<file path="src/rtl/decode_pkg.sv">
// Shared RV32I decode constants, control bundles and queue entry layout.
// Build option: define CSR_DECODE_EN to decode SYSTEM CSR instructions.
package decode_pkg;

    localparam logic [6:0] OPCODE_LUI    = 7'b0110111;
    localparam logic [6:0] OPCODE_AUIPC  = 7'b0010111;
    localparam logic [6:0] OPCODE_JAL    = 7'b1101111;
    localparam logic [6:0] OPCODE_JALR   = 7'b1100111;
    localparam logic [6:0] OPCODE_BRANCH = 7'b1100011;
    localparam logic [6:0] OPCODE_LOAD   = 7'b0000011;
    localparam logic [6:0] OPCODE_STORE  = 7'b0100011;
    localparam logic [6:0] OPCODE_ALUI   = 7'b0010011;
    localparam logic [6:0] OPCODE_ALUR   = 7'b0110011;
    localparam logic [6:0] OPCODE_FENCE  = 7'b0001111;
    localparam logic [6:0] OPCODE_SYSTEM = 7'b1110011;

    // Control bundle bit positions.
    localparam int CTRL_VALID  = 0;
    localparam int CTRL_ALUOP  = 1;
    localparam int CTRL_TYPES  = 3;
    localparam int CTRL_PCADD  = 10;
    localparam int CTRL_ALUSRC = 11;
    localparam int CTRL_RESSEL = 12;
    localparam int CTRL_TOREG  = 14;
    localparam int CTRL_REGWR  = 15;
    localparam int CTRL_MEMWR  = 16;
    localparam int CTRL_MEMRD  = 17;
    localparam int CTRL_JUMP   = 18;
    localparam int CTRL_BRANCH = 20;

    // One-hot format bits inside types: {R,I,S,B,U,J,Z}.
    localparam int T_Z = 0;
    localparam int T_J = 1;
    localparam int T_U = 2;
    localparam int T_B = 3;
    localparam int T_S = 4;
    localparam int T_I = 5;
    localparam int T_R = 6;

    localparam logic [20:0] DEC_LUI    = 21'h09021;
    localparam logic [20:0] DEC_AUIPC  = 21'h08C21;
    localparam logic [20:0] DEC_JAL    = 21'h4A011;
    localparam logic [20:0] DEC_JALR   = 21'h8A901;
    localparam logic [20:0] DEC_BRANCH = 21'h100043;
    localparam logic [20:0] DEC_LOAD   = 21'h2C901;
    localparam logic [20:0] DEC_STORE  = 21'h10881;
    localparam logic [20:0] DEC_ALUI   = 21'h08905;
    localparam logic [20:0] DEC_ALUR   = 21'h08205;
    localparam logic [20:0] DEC_FENCE  = 21'h00001;
    localparam logic [20:0] DEC_CSR    = 21'h0B009;
    localparam logic [20:0] DEC_SYS    = 21'h00001;
    localparam logic [20:0] DEC_ILL    = 21'h00000;

    typedef struct packed {
        logic [20:0] ctrl;
        logic [31:0] imm;
        logic [4:0]  rs1;
        logic [4:0]  rs2;
        logic [4:0]  rd;
        logic [2:0]  funct3;
        logic        funct7b5;
        logic [2:0]  csr_op;
    } decode_entry_t;

endpackage

</file>
<file path="src/rtl/decode_fifo.sv">
// Generic synchronous FIFO with async reset and synchronous flush.
// Head data reads as zero while empty; no input-to-output bypass.
module decode_fifo #(
    parameter int DEPTH = 4,
    parameter int WIDTH = 8
) (
    input  logic                       clk,
    input  logic                       rst,
    input  logic                       flush,
    input  logic                       push_valid,
    output logic                       push_ready,
    input  logic [WIDTH-1:0]           push_data,
    output logic                       pop_valid,
    input  logic                       pop_ready,
    output logic [WIDTH-1:0]           pop_data,
    output logic [$clog2(DEPTH):0]     count
);
    localparam int AW = $clog2(DEPTH);

    logic [AW:0]      wr_q, wr_d;
    logic [AW:0]      rd_q, rd_d;
    logic [WIDTH-1:0] mem_q [DEPTH];
    logic             full, empty, push, pop;

    // Occupancy from extra-MSB pointers.
    always_comb begin
        empty      = (wr_q == rd_q);
        full       = (wr_q[AW] != rd_q[AW]) &&
                     (wr_q[AW-1:0] == rd_q[AW-1:0]);
        push_ready = !full;
        pop_valid  = !empty;
        push       = push_valid && !full;
        pop        = pop_ready && !empty;
        count      = wr_q - rd_q;
        pop_data   = empty ? '0 : mem_q[rd_q[AW-1:0]];
    end

    // Pointer next-state; flush wins over any handshake.
    always_comb begin
        wr_d = wr_q;
        rd_d = rd_q;
        if (flush) begin
            wr_d = '0;
            rd_d = '0;
        end else begin
            if (push) wr_d = wr_q + 1'b1;
            if (pop)  rd_d = rd_q + 1'b1;
        end
    end

    // Pointer registers.
    always_ff @(posedge clk or posedge rst) begin
        if (rst) begin
            wr_q <= '0;
            rd_q <= '0;
        end else begin
            wr_q <= wr_d;
            rd_q <= rd_d;
        end
    end

    // Storage write; contents are don't-care until pointed at.
    always_ff @(posedge clk) begin
        if (push && !flush) mem_q[wr_q[AW-1:0]] <= push_data;
    end

endmodule

</file>
<file path="src/rtl/decode_queue.sv">
// Queued RV32I decode stage: decode on entry, buffer, present head.
// Build option: define CSR_DECODE_EN to decode SYSTEM CSR instructions.
module decode_queue
    import decode_pkg::*;
#(
    parameter int DEPTH = 4,
    parameter int PC_W  = 32
) (
    input  logic                    clk,
    input  logic                    rst,
    input  logic                    flush,
    input  logic                    in_valid,
    output logic                    in_ready,
    input  logic [PC_W-1:0]         in_pc,
    input  logic [31:0]             in_instr,
    output logic                    out_valid,
    input  logic                    out_ready,
    output logic [PC_W-1:0]         out_pc,
    output logic [20:0]             out_ctrl,
    output logic [31:0]             out_imm,
    output logic [4:0]              out_rs1,
    output logic [4:0]              out_rs2,
    output logic [4:0]              out_rd,
    output logic [2:0]              out_funct3,
    output logic                    out_funct7b5,
    output logic                    out_illegal,
    output logic [2:0]              out_csr_op,
    output logic [$clog2(DEPTH):0]  count
);
    localparam int EW = $bits(decode_entry_t);

    logic [31:0]   ins;
    logic [6:0]    typ;
    decode_entry_t dec;
    decode_entry_t head;
    logic [PC_W+EW-1:0] head_raw;

    assign ins = in_instr;

    // Control bundle lookup; unknown opcodes leave an all-zero bundle.
    always_comb begin
        dec.ctrl   = DEC_ILL;
        dec.csr_op = 3'b000;
        case (ins[6:0])
            OPCODE_LUI:    dec.ctrl = DEC_LUI;
            OPCODE_AUIPC:  dec.ctrl = DEC_AUIPC;
            OPCODE_JAL:    dec.ctrl = DEC_JAL;
            OPCODE_JALR:   dec.ctrl = DEC_JALR;
            OPCODE_BRANCH: dec.ctrl = DEC_BRANCH;
            OPCODE_LOAD:   dec.ctrl = DEC_LOAD;
            OPCODE_STORE:  dec.ctrl = DEC_STORE;
            OPCODE_ALUI:   dec.ctrl = DEC_ALUI;
            OPCODE_ALUR:   dec.ctrl = DEC_ALUR;
            OPCODE_FENCE:  dec.ctrl = DEC_FENCE;
`ifdef CSR_DECODE_EN
            OPCODE_SYSTEM: begin
                if (ins[14:12] != 3'b000) begin
                    dec.ctrl   = DEC_CSR;
                    dec.csr_op = ins[14:12];
                end else begin
                    dec.ctrl   = DEC_SYS;
                end
            end
`endif
            default: ;
        endcase
        typ = dec.ctrl[CTRL_TYPES +: 7];
    end

    // Immediate and register fields keyed off the format one-hot.
    always_comb begin
        dec.imm = 32'h0;
        if (typ[T_I])
            dec.imm = {{20{ins[31]}}, ins[31:20]};
        else if (typ[T_S])
            dec.imm = {{20{ins[31]}}, ins[31:25], ins[11:7]};
        else if (typ[T_B])
            dec.imm = {{19{ins[31]}}, ins[31], ins[7],
                       ins[30:25], ins[11:8], 1'b0};
        else if (typ[T_U])
            dec.imm = {ins[31:12], 12'h000};
        else if (typ[T_J])
            dec.imm = {{11{ins[31]}}, ins[31], ins[19:12],
                       ins[20], ins[30:21], 1'b0};
        else if (typ[T_Z])
            dec.imm = {27'h0, ins[19:15]};
        dec.rs1 = (typ[T_R] | typ[T_I] | typ[T_S] | typ[T_B] | typ[T_Z])
                  ? ins[19:15] : 5'd0;
        dec.rs2 = (typ[T_R] | typ[T_S] | typ[T_B]) ? ins[24:20] : 5'd0;
        dec.rd  = (typ[T_R] | typ[T_I] | typ[T_U] | typ[T_J] | typ[T_Z])
                  ? ins[11:7] : 5'd0;
        dec.funct3   = ins[14:12];
        dec.funct7b5 = ins[30];
    end

    decode_fifo #(
        .DEPTH (DEPTH),
        .WIDTH (PC_W + EW)
    ) u_fifo (
        .clk        (clk),
        .rst        (rst),
        .flush      (flush),
        .push_valid (in_valid),
        .push_ready (in_ready),
        .push_data  ({in_pc, dec}),
        .pop_valid  (out_valid),
        .pop_ready  (out_ready),
        .pop_data   (head_raw),
        .count      (count)
    );

    // Unpack the head entry onto the execute-side ports.
    always_comb begin
        out_pc       = head_raw[PC_W+EW-1:EW];
        head         = head_raw[EW-1:0];
        out_ctrl     = head.ctrl;
        out_imm      = head.imm;
        out_rs1      = head.rs1;
        out_rs2      = head.rs2;
        out_rd       = head.rd;
        out_funct3   = head.funct3;
        out_funct7b5 = head.funct7b5;
        out_csr_op   = head.csr_op;
        out_illegal  = out_valid && !head.ctrl[CTRL_VALID];
    end

endmodule

</file>
<file path="config.mk">
export PLATFORM = sky130hd
export DESIGN_NAME = decode_queue
export DESIGN_NICKNAME = d
export VERILOG_FILES = /design/src/rtl/decode_pkg.sv /design/src/rtl/decode_fifo.sv /design/src/rtl/decode_queue.sv
export SDC_FILE = /design/constraint.sdc
export NUM_CORES = 1
export LEC_CHECK = 0
export BUFFER_PORTS_ARGS = -buffer_cell sky130_fd_sc_hd__buf_2
export CORE_MARGIN = 2
export CORE_UTILIZATION = 53
export DETAILED_ROUTE_END_ITERATION = 7
export PLACE_DENSITY_LB_ADDON = 0.3
export REMOVE_ABC_BUFFERS = 1
export SLEW_MARGIN = 20
export SYNTH_ARGS = -nofsm -noshare
export SYNTH_HDL_FRONTEND = slang
export SYNTH_SLANG_ARGS = --single-unit
export TNS_END_PERCENT = 50
</file>
<file path="constraint.sdc">
create_clock -name clk -period 4.9 [get_ports clk]
set_input_delay 0.245 -clock clk [delete_from_list [all_inputs] [get_ports clk]]
set_output_delay 0.245 -clock clk [all_outputs]
set_load 0.1 [all_outputs]
</file>
# ---- Word level (Yosys, flattened, before mapping)
# Memories as Yosys holds them, arrays and structs flattened.
# Index checks and enable logic that the tools add are counted.
# W data, S select, Z words.
dict set report word_totals {
  register_bits 6
  ram_bits 416
  inputBits 69
  out_inout_bits 113
  elab_cells 56
  n_memories 1
}
# name words word_bits rd rd_clocked_by_memory_dff write_ports line
set memory_table {}
lappend memory_table {u_fifo.mem_q 4 104 1 0 1 decode_fifo.sv:22} ;# logic [WIDTH-1:0] mem_q [DEPTH];
dict set report classes {
  add_sub_neg 3
  n_eq_ne 13
  mux 17
  bitwise 9
  reduce_logical 11
}
# cell n
set op_table {}
lappend op_table {{$pmux W21 S10} 1}
lappend op_table {{$mux W32} 5}
lappend op_table {{$mux W107} 1}
lappend op_table {{$eq A7 B6 Y1 const B} 3}
lappend op_table {{$eq A7 B7 Y1 const B} 3}
lappend op_table {{$mux W5} 4}
lappend op_table {{$eq A7 B5 Y1 const B} 2}
lappend op_table {{$mux W3} 4}
lappend op_table {{$or A1 B1 Y1} 9}
lappend op_table {{$eq A7 B2 Y1 const B} 1}
lappend op_table {{$eq A7 B4 Y1 const B} 1}
lappend op_table {{$add A3 B1 Y3 const B} 2}
lappend op_table {{$logic_and A1 B1 Y1} 5}
lappend op_table {{$logic_not A1 Y1} 4}
lappend op_table {{$reduce_bool A2 Y1} 2}
lappend op_table {{$eq A3 B3 Y1} 1}
lappend op_table {{$sub A3 B3 Y3} 1}
lappend op_table {{$eq A2 B2 Y1} 1}
lappend op_table {{$mux W1} 2}
lappend op_table {{$ne A1 B1 Y1} 1}

# ---- Depth between registers and ports, before layout
dict set report logic_depth {
  word_depth 8
  mapped_depth 10
  mapped_depth_nobuf 5
}

# ---- Cells and area by module
# A second synthesis with hierarchy kept.
dict set report unflattened {
  hier_cells 862
  area_unflattened_um2 17468.0
}
# mod instances cells_each area_per_inst_um2 seq_area_each_um2
set modules_own_cells {}
lappend modules_own_cells {decode_fifo 1 741 16678.5 13002.5}
lappend modules_own_cells {decode_queue 1 121 789.5 0.0}

# ---- Least setup slack after synthesis
# Ideal clock, no wire load.
dict set report synth_path {
  path_type {register to register}
  start {reg u_fifo.rd_q[1]}
  end {mem u_fifo.mem_q[0][0] in the netlist's numbering, enable pin}
  setup_ps 468
  arrival_ps 4137
  t_required_ps 4432
  setup_slack_ps 294
  stages_incl_launch_ff 9
  n_path_buf 3
  period_less_slack_ps 4606
  path_cell_list {dfrtp_1 -> buf_2 -> buf_2 -> buf_4 -> inv_1 -> ha_1 -> and2_0 -> a21boi_2 -> and3_1}
}
dict set report synth_via {
  elab_chain_len 7
}
# element line
set synth_lines {}
lappend synth_lines {{start: declaration} decode_fifo.sv:21} ;# logic [AW:0] rd_q, rd_d;
lappend synth_lines {{start signal: assignment} decode_fifo.sv:58} ;# rd_q <= rd_d;
lappend synth_lines {{$eq A2 B2 Y1} decode_fifo.sv:29} ;# (wr_q[AW-1:0] == rd_q[AW-1:0]);
lappend synth_lines {{$logic_and A1 B1 Y1} decode_fifo.sv:28} ;# full = (wr_q[AW] != rd_q[AW]) &&
lappend synth_lines {{$logic_not A1 Y1} decode_fifo.sv:32} ;# push = push_valid && !full;
lappend synth_lines {{$logic_and A1 B1 Y1} decode_fifo.sv:32}
lappend synth_lines {{$logic_and A1 B1 Y1} decode_fifo.sv:64} ;# if (push && !flush) mem_q[wr_q[AW-1:0]] <= push_data;
lappend synth_lines {{$mux W1} decode_fifo.sv:64}
lappend synth_lines {{$mux W1 (not written as such)} decode_fifo.sv:64}
lappend synth_lines {{end: declaration} decode_fifo.sv:22}
# Every way passes these cells.

# ---- Worst setup path after layout
dict set report layout_path {
  start {reg u_fifo.rd_q[0]}
  end {out out_pc[2]}
}
dict set report layout_via {
  elab_chain_len 2
  word_cells_on_any_way 3
  cone_classes {eq/ne (1); mux (1); memory (1)}
}
# element line
set layout_lines {}
lappend layout_lines {{$mem_v2 Z4 W104 / $eq A3 B3 Y1 (equally long branches)} -}
lappend layout_lines {{$mux W107 (*)} decode_fifo.sv:35} ;# pop_data = empty ? '0 : mem_q[rd_q[AW-1:0]];
lappend layout_lines {{end: declaration} decode_queue.sv:18} ;# output logic [PC_W-1:0] out_pc,
# Mark *: on every way between the ends. The rest lies on a longest branch, timed or not.

==> qor.yml <==
run_status:
  status: "complete, no violations"
power:
  vdd.ir_drop.worst_uv: 496.4
  leakage_nw: 6.584
  p_per_area_nw_per_um2: 613.5
sta:
  fin_crit_ns: 3.591
  skew_ns: 0.01570
  fmax_mhz: 278.5
  rsz0062_at_grt: "no"
  hold_viol_final: 0
  setup_viol_count_final: 0
  timing.setup.tns_ns: 0
  timing.final.crit_share_pct: 73.28
  worst_pin_slew_ns: 1.107
  slew_viol_final: 0
  relSlewSlack_pct: 26.21
floorplan:
  die_h_um: 179.7
  fp.coreArea_um2: 30510
  die-width_um: 179.7
  ios: 182
  initial_core_util_pct: 53.61
  rows: 64
  die_area_um2: 32280
critical_path:
  startpoint_type: "flip-flop"
  r2r_cells: 5
  crit_required_ns: 4.66
  worstSetupPathType: "reg2out"
  end_kind: "output port"
  crit_family: "simple AND/OR/NAND/NOR gates"
  cpPeakStageDelay_ns: 0.83
  rr_endpoint: "u_fifo.mem_q[0][70]$_DFFE_PP_"
  r2r-start: "u_fifo.rd_q[0]$_DFFE_PP0P_"
  cp_num_buf_inv: 1
  ff2ff_setup_slack_ns: 1.59
  cp_max_fo: 100
  crit_chain: "ha_1 -> and2_0 -> nand2_4 -> and2_1 -> buf_2"
  arrival_ns: 3.35
  worst_path_max_delay_cell: "dfrtp_4"
placement:
  dp_hpwl_um: 19210
  dp_cells: 1359
  portBuffers: 177
  routabilityCongestion: 0.7864
worst_hold_path:
  hold_depth: 3
  min_to: "u_fifo.wr_q[1]$_DFFE_PP0P_"
  hp-class: "in2reg"
  hp-start: "in_valid"
logic_synthesis:
  avgSynthCellArea_um2: 19.73
  synth_ff_type: "edfxtp_1"
  synth_warnings: 0
  async_flop_share_pct: 1.508
  synthCells: 829
  syn_area_um2: 16360
  ys_types: 56
  synth_edf_count: 392
  ys_ff_latch: 398
  ys_seq_area_share_pct: 72.89
cts:
  cts_buffers: 41
  cts.sinks: 398
  root_buffer: "clkbuf_16"
  clk_pin_slew_ns: 0.06
  cts_tree: "done"
  clk_latency_ns: 0.52
  htree_levels: 2
  post_cts_buffers: 0
  clk_path_buf_depth: 3
final_layout:
  nets: 1120
  stdcell_count: 1475
  area_growth_pct: 17.27
  drive_gt1_share_pct: 33.95
routing:
  routed_via_density: 5.638
  vias: 8316
  firstDrtPassIters: 5
  initialDrtViolationCount: 705
  drc: 0
  wl_per_cell_um: 21.54
  routed_wl_um: 31770
  ant_nets: 0
flow_run:
  maxCapViolCount: 0
global_routing:
  grt_max_degree: 101
  first_global_vias: 8416
  antenna_found_initial: 5
  grt_pass1_wl_um: 48870
  overflow: 0
  grt.total_usage_pct: 19.63
kinds of logic (layout without fill, tap and decap cells):
group                    Yosys count  in the layout  synth area share [%]
AO/OA/AOI/OAI                     59             59                 2.792
XOR/XNOR                           3              3                0.2525
adder cells (fa/ha/maj)            8              8                0.6579
buffers and inverters             82            325                 2.976
flip-flops                       398            398                 72.89
multiplexers                     101            101                 13.69
other                              1              8               0.02293
AND/OR/NAND/NOR                  177            177                 6.717
cells in the final DEF (no fill, tap or decap), types with 10 or more instances in the layout:
| cell | netlist | final |
|---|---|---|
| mux4_2 | 98 | 98 |
| nor3b_1 | 13 | 13 |
| and2_1 | 105 | 105 |
| edfxtp_1 | 392 | 392 |
| buf_2 | 28 | 177 |
| clkbuf_16 | 0 | 41 |
| dlygate4sd3_1 | 0 | 37 |
| clkinv_1 | 1 | 10 |
| nor2_1 | 15 | 15 |
| inv_1 | 24 | 24 |
| o2bb2ai_1 | 11 | 11 |
power breakdown:
part           switching [W]  internal [W]  leakage [nW]  total, W
Sequential         0.0000911       0.00384          3.67   0.00393
Combinational        0.00395      0.000964          2.29   0.00491
Clock                0.00122       0.00171         0.621   0.00293
cell usage after synthesis, types with 2 or more instances:
cell | number | area share (%)
o2111ai_1 | 4 | 0.21
and2_1 | 105 | 4.0
nand3_1 | 6 | 0.18
buf_2 | 28 | 0.86
mux4_2 | 98 | 13
clkbuf_1 | 4 | 0.092
inv_1 | 24 | 0.55
o22ai_1 | 9 | 0.34
o21ai_0 | 7 | 0.21
nor3b_1 | 13 | 0.60
o31ai_1 | 3 | 0.14
mux2_2 | 2 | 0.14
or2_2 | 2 | 0.076
dfrtp_1 | 6 | 0.92
edfxtp_1 | 392 | 72
nand3b_1 | 2 | 0.092
and4b_1 | 2 | 0.12
and3_1 | 8 | 0.31
buf_4 | 12 | 0.55
a21boi_2 | 2 | 0.14
nor2_1 | 15 | 0.34
nand2_1 | 6 | 0.14
buf_6 | 11 | 0.76
ha_1 | 7 | 0.54
a211o_1 | 4 | 0.21
nor2b_1 | 5 | 0.19
a211oi_1 | 4 | 0.18
nor3_1 | 4 | 0.12
o2bb2ai_1 | 11 | 0.59
a21oi_1 | 7 | 0.21
final cells by class:
type	count	area [um2]
flip-flops and latches	398	11930
fillers	2173	11330
multi-input cells	352	3990
repair buffers	225	1389
clock buffers	49	1056
well taps	396	495.5
clock inverters	26	217.7
inverters	25	93.84
diodes	4	10.01
worst reg2reg max path, cell delays in order (launching register included):
cell and delay (ns):
dfrtp_4 0.83, ha_1 0.38, and2_0 0.30, a21boi_2 0.32, and3_4 0.75, buf_4 0.41
state kept, by name (all words and copies together), names as in the netlist:
signal	cells
u_fifo.mem_q	392
u_fifo.rd_q	3
u_fifo.wr_q	3
metrics by stage:
step | hold slack (ns) | instance area, um2 | worst slack (ns) | util (%) | power, W
after global placement | 0.1886 | 17520 | 1.563 | 57.42 | 0.008910
after floorplan | 0.03596 | 15970 | -2.881 | - | 0.008258
after CTS | 0.02327 | 19160 | 1.196 | 62.81 | 0.01188
after detailed placement | 0.1832 | 17520 | 1.511 | 57.42 | 0.008936
after global routing | 0.05951 | 19170 | 0.9781 | 62.84 | 0.01217
final | 0.05360 | 19180 | 1.309 | 62.87 | 0.01177
worst max path at each step:
stage / start / endpoint / slack (ns) / depth (start not counted)
after detailed placement: u_fifo.rd_q[0]$_DFFE_PP0P_ / u_fifo.mem_q[0][32]$_DFFE_PP_ / 1.51 / 5
final: u_fifo.rd_q[0]$_DFFE_PP0P_ / out_pc[2] / 1.31 / 5
after global routing: u_fifo.rd_q[0]$_DFFE_PP0P_ / out_ctrl[6] / 0.98 / 5
after CTS: u_fifo.rd_q[0]$_DFFE_PP0P_ / out_ctrl[1] / 1.20 / 5
after floorplan: u_fifo.rd_q[0]$_DFFE_PP0P_ / u_fifo.mem_q[0][0]$_DFFE_PP_ / -2.88 / 4
after global placement: u_fifo.rd_q[0]$_DFFE_PP0P_ / u_fifo.mem_q[0][32]$_DFFE_PP_ / 1.56 / 5
timing repair:
action | in CTS | in global routing
resized for setup | 0 | 0
hold endpoints to repair | 150 | 0
hold buffers | 37 | 0
layer usage:
metal,up-vias,wire length [um],GRT usage [%]
met5,-,18,0
met4,4,568,4.455
met3,47,1503,3.363
met2,245,15830,32.41
met1,4275,13850,27.88
li1,3745,-,-
Note: power is estimated with default switching activity, not from simulation.
